### config.mk
export PLATFORM = sky130hd
export DESIGN_NAME = tt_um_trinhgiahuy
export DESIGN_NICKNAME = d
export VERILOG_FILES = /design/src/rtl/tt_mar_pkg.sv /design/src/rtl/mar_regfile.sv /design/src/rtl/tt_um_trinhgiahuy.sv
export SDC_FILE = /design/constraint.sdc
export NUM_CORES = 1
export LEC_CHECK = 0
export CAP_MARGIN = 10
export CORE_ASPECT_RATIO = 0.75
export CORE_MARGIN = 3
export CORE_UTILIZATION = 42
export CTS_CLUSTER_SIZE = 28
export DETAILED_ROUTE_END_ITERATION = 8
export GPL_TIMING_DRIVEN = 0
export PLACE_DENSITY = 0.78
export REMOVE_ABC_BUFFERS = 1
export SKIP_LAST_GASP = 1
export SLEW_MARGIN = 20
export SYNTH_ARGS = -nofsm -noshare
export SYNTH_HDL_FRONTEND = slang
export SYNTH_HIERARCHICAL = 1
export SYNTH_SLANG_ARGS = --single-unit
### constraint.sdc
create_clock -name clk -period 1.3 [get_ports clk]
set_input_delay 0.13 -clock clk [delete_from_list [all_inputs] [get_ports clk]]
set_output_delay 0.13 -clock clk [all_outputs]
set_load 0.05 [all_outputs]
### src/rtl/tt_mar_pkg.sv
// Shared constants, pin-field positions and types for the MAR register-file tile.
// Optional macro TT_MAR_WR_BYPASS_EN is consumed by mar_regfile.
package tt_mar_pkg;

    localparam int unsigned DATA_W = 4;
    localparam int unsigned NREGS  = 4;
    localparam int unsigned ADDR_W = $clog2(NREGS);

    // ui_in fields
    localparam int unsigned D_LSB    = 0;
    localparam int unsigned WSEL_LSB = 4;
    localparam int unsigned RSEL_LSB = 6;

    // uio_in fields
    localparam int unsigned G_BIT   = 0;
    localparam int unsigned G1N_BIT = 1;
    localparam int unsigned OE_BIT  = 2;
    localparam int unsigned G2N_BIT = 3;

    // uo_out fields
    localparam int unsigned RDATA_LSB = 0;
    localparam int unsigned MAR_LSB   = 4;
    localparam int unsigned WRACK_BIT = 6;
    localparam int unsigned PAR_BIT   = 7;

    typedef logic [DATA_W-1:0] data_t;
    typedef logic [ADDR_W-1:0] addr_t;

    function automatic logic even_par(input data_t d);
        return ^d;
    endfunction

endpackage

### src/rtl/mar_regfile.sv
// 4x4 register file in the style of a 74x170: independent write/read addresses,
// registered storage, combinational gated read. Bypass under TT_MAR_WR_BYPASS_EN.
module mar_regfile
    import tt_mar_pkg::*;
(
    input  logic  clk,
    input  logic  rst,
    input  logic  we,
    input  addr_t waddr,
    input  data_t wdata,
    input  addr_t raddr,
    input  logic  oe,
    output data_t rdata
);

    data_t regs_q [NREGS];
    data_t regs_d [NREGS];

    always_comb begin
        regs_d = regs_q;
        if (we) begin
            regs_d[waddr] = wdata;
        end
    end

    always_ff @(posedge clk) begin
        if (rst) begin
            for (int unsigned i = 0; i < NREGS; i++) begin
                regs_q[i] <= '0;
            end
        end else begin
            regs_q <= regs_d;
        end
    end

    always_comb begin
        rdata = '0;
        if (oe) begin
`ifdef TT_MAR_WR_BYPASS_EN
            // Write-through: a same-address read sees the incoming data this cycle.
            if (we && (raddr == waddr)) begin
                rdata = wdata;
            end else begin
                rdata = regs_q[raddr];
            end
`else
            rdata = regs_q[raddr];
`endif
        end
    end

endmodule

### src/rtl/tt_um_trinhgiahuy.sv
// Tiny Tapeout tile: 4x4 register file plus memory address register and write pulse.
// Optional write-through read bypass: define TT_MAR_WR_BYPASS_EN.
module tt_um_trinhgiahuy
    import tt_mar_pkg::*;
(
    input  logic       clk,
    input  logic       rst_n,
    input  logic       ena,
    input  logic [7:0] ui_in,
    input  logic [7:0] uio_in,
    output logic [7:0] uo_out,
    output logic [7:0] uio_out,
    output logic [7:0] uio_oe
);

    // rst_n is active-high despite its name; kept for pin compatibility.
    logic  rst;
    data_t d_in;
    addr_t wsel;
    addr_t rsel;
    logic  we;
    logic  oe;
    data_t rdata;

    addr_t mar_q, mar_d;
    logic  wr_ack_q, wr_ack_d;

    logic  unused_bits;

    assign rst  = rst_n;
    assign d_in = ui_in[D_LSB +: DATA_W];
    assign wsel = ui_in[WSEL_LSB +: ADDR_W];
    assign rsel = ui_in[RSEL_LSB +: ADDR_W];
    assign oe   = uio_in[OE_BIT];
    assign we   = ena & uio_in[G_BIT] & ~uio_in[G1N_BIT] & ~uio_in[G2N_BIT];

    assign unused_bits = &{1'b0, uio_in[7:4]};

    mar_regfile u_regfile (
        .clk   (clk),
        .rst   (rst),
        .we    (we),
        .waddr (wsel),
        .wdata (d_in),
        .raddr (rsel),
        .oe    (oe),
        .rdata (rdata)
    );

    always_comb begin
        mar_d    = mar_q;
        wr_ack_d = 1'b0;
        if (we) begin
            mar_d    = wsel;
            wr_ack_d = 1'b1;
        end
    end

    always_ff @(posedge clk) begin
        if (rst) begin
            mar_q    <= '0;
            wr_ack_q <= 1'b0;
        end else begin
            mar_q    <= mar_d;
            wr_ack_q <= wr_ack_d;
        end
    end

    always_comb begin
        uo_out                         = '0;
        uo_out[RDATA_LSB +: DATA_W]    = rdata;
        uo_out[MAR_LSB +: ADDR_W]      = mar_q;
        uo_out[WRACK_BIT]              = wr_ack_q;
        uo_out[PAR_BIT]                = even_par(rdata);
    end

    assign uio_out = '0;
    assign uio_oe  = '0;

endmodule

==> impl_metrics.yaml <==
global_route:
  antenna_found_initial: 0
  grt.total_usage: 0.139
  grt_pass1_vias: 746
  grt_first_pass_wirelength_um: 3410
  grt_max_degree: 26
  overflow: 0
die:
  row_count: 15
  core-area_um2: 2350
  dieWidth_um: 64
  fp.dieArea_um2: 3170
  ioPinCount: 43
  start_util: 0.452
  die_h_um: 49.5
worst_hold_path:
  min_to: "mar_q[1]"
  holdCritStartpoint: "uio_in[3]"
  min_path_cells: 3
  hp-class: "in2reg"
sta:
  grt_setup_unrepaired: "yes"
  finalSetupViolCount: 5
  final-hold-violation-count: 0
  fin_tns_setup_ns: -0.837
  min_period_over_period: 1.33
  slew_violations: 0
  worstMarginPinSlew_ns: 0.636
  clock.fmax_ghz: 0.580
  slew_headroom: 0.575
  period_needed_ns: 1.73
  fin_ws_ns: -0.425
  finClkSkew_ns: 0
power:
  power.total_w: 0.00114
  seqPwrFrac: 0.516
  p_sw_frac: 0.321
  p_int_w: 0.000778
  leakagePower_nw: 0.672
  combPwrFrac: 0.215
  clock_power_share: 0.269
  ir_drop_mv: 0.438
  switching_power_w: 0.000367
  power_density_nw_per_um2: 800
route:
  drt-wirelength-per-cell_um: 14.8
  wl_um: 2460
  drt_pre_antenna_iters: 4
  vias: 797
  drcViolationCount: 0
  drtIter0Drc: 33
  via_per_inst: 4.80
  postRouteAntennaNets: 0
synth:
  synth-xor-area-share: 0.0248
  synth_compound_area_frac: 0.0236
  syn_area_um2: 1060
  synth_top_family_by_area: "multiplexers"
  ys_types: 17
  synthMuxAreaShare: 0.246
  netlist_instances: 107
  syn_avg_cell_area_um2: 9.90
  synth-simple-area-share: 0.207
  synth_top_area_share: 0.359
  synth_area_leader_cell: "dfxtp_1"
  synth_warnings: 6
  netlist_top_cells_area: "dfxtp_1 (36%), mux2i_1 (25%), nand2b_1 (15%), buf_4 (12%), o22ai_1 (2.4%)"
  synthAdderAreaFrac: 0
  ys_seq_area_frac: 0.359
  synth_seq_cells: 19
clock_network:
  clock-sinks: 19
  cts.path.max_buffers: 2
  ctsHtreeMaxLevel: 1
  insertion_delay_ns: 0.31
  cts_tree: "built"
  cts_root_buf: "clkbuf_4"
  cts_hold_buf: 0
  cts.clk_slew.worst_paths_ns: 0.11
  cts_buffers: 3
run:
  cap_viol_max_count: 0
placed_design:
  dp_cells: 157
  dp_hpwl_um: 1560
  io_buffers: 22
  dp_slack_ns: -1.29
  finalWeightedCongestion: 0.697
worst_setup_path:
  crit_required_ns: 1.17
  cp_num_cells: 5
  crit_path_start_kind: "register"
  slowest_delay_ns: 0.33
  crit_start: "u_regfile/regs_q[5]"
  critPathKind: "reg2out"
  rrSetupSlack_ns: 0.63
  reg2reg_to: "u_regfile/regs_q[11]"
  path_max_fanout: 2
  endpoint_kind: "output pin"
  path_cells: "mux2i_1 -> o22ai_4 -> xnor2_2 -> xnor2_1 -> buf_4"
  cp_slowest_cell: "dfxtp_1"
  r2r-start: "u_regfile/regs_q[11]"
  path_buf_inv: 1
  r2r_cells: 2
  arrival_ns: 1.60
  critPathTopFamily: "flip-flops"
cells_and_area:
  fin_util: 0.610
  antenna_cells: 0
  final_common_cell: "nand2b_1"
  drive_above_1_share: 0.311
  fillers: 201
  final_cells: 166
  nets: 152
  areaGrowthSynthToFinish_pct: 34.9
  layout_common_cells: "nand2b_1 (24), mux2i_1 (21), conb_1 (16)"
status:
  violations: "setup timing"
  status: "finished with violations"
## flip-flops by register name (all words and copies together), names as in the netlist
name	cells
wr_ack_q	1
mar_q	2
u_regfile/regs_q	16
## kinds of logic after synthesis
kind of cell              count (synthesis)
and+or+nand+nor                          33
muxes                                    26
buffers and inverters                    21
DFF                                      19
AOI/OAI and AO/OA                         4
xor gates and xnor gates                  3
other                                     1
## Yosys cell counts
cell / number
and4bb_4: 1
and3_1: 1
nand3b_1: 2
o22ai_1: 4
buf_2: 2
nand2_1: 1
and2b_1: 1
or3b_1: 1
dfxtp_1: 19
buf_4: 17
mux2i_1: 26
conb_1: 1
nand3_1: 1
clkbuf_1: 2
nand2b_1: 25
xnor2_1: 2
xor2_1: 1
## layer usage
layer,part of all wire,wire [um],up-vias,global-route usage
li1,-,-,383,-
met1,0.41,1010,379,0.174
met2,0.52,1280,29,0.228
met3,0.056,137,6,0.0501
met4,0.013,31,0,0.0323
met5,0,0,-,0
## how the worst max path moves through the flow
stage           endpoint  slack (ns)
6_report       uo_out[7]       -0.43
5_1_grt        uo_out[7]       -0.48
4_1_cts        uo_out[7]       -0.33
3_5_place_dp   uo_out[7]       -1.29
3_3_place_gp   uo_out[7]       -1.30
2_1_floorplan  uo_out[7]       -1.12
## tightest hold or removal path, stage by stage
cell	delay, ns
dlymetal6s2s_1	0.08
and4bb_4	0.22
mux2i_1	0.12
## repair_timing
action / CTS / global route
resized for setup: 53 / 33
pin swaps: 5 / 7
endpoints found under the setup margin: 12 / 13
gates cloned: 0 / 0
setup buffers: 1 / 4
## area by class of cell
type / count / area, um^2 / area share
timing repair buffer: 27 / 268 / 0.187
multi-input combinational: 82 / 699 / 0.489
clock inverter: 1 / 5.00 / 0.00350
sequential: 19 / 393 / 0.275
tap: 34 / 42.5 / 0.0297
clock buffer: 3 / 22.5 / 0.0157
## power by group through the flow
| stage | logic, W | registers, W | clock network (W) |
|---|---|---|---|
| after floorplan | 0.000148 | 0.000609 | 0 |
| after global placement | 0.000223 | 0.000603 | 0 |
| after detailed placement | 0.000226 | 0.000603 | 0 |
| after CTS | 0.000232 | 0.000590 | 0.000308 |
| after global routing | 0.000259 | 0.000592 | 0.000330 |
| final | 0.000246 | 0.000591 | 0.000307 |
## stage by stage
step	area, um^2	hold slack (ns)
detailed placement	1230	0.464
global route	1430	0.296
global placement	1230	0.460
floorplan	971	0.285
finish	1430	0.277
CTS	1310	0.480
Note: power is estimated with default switching activity, not from simulation.
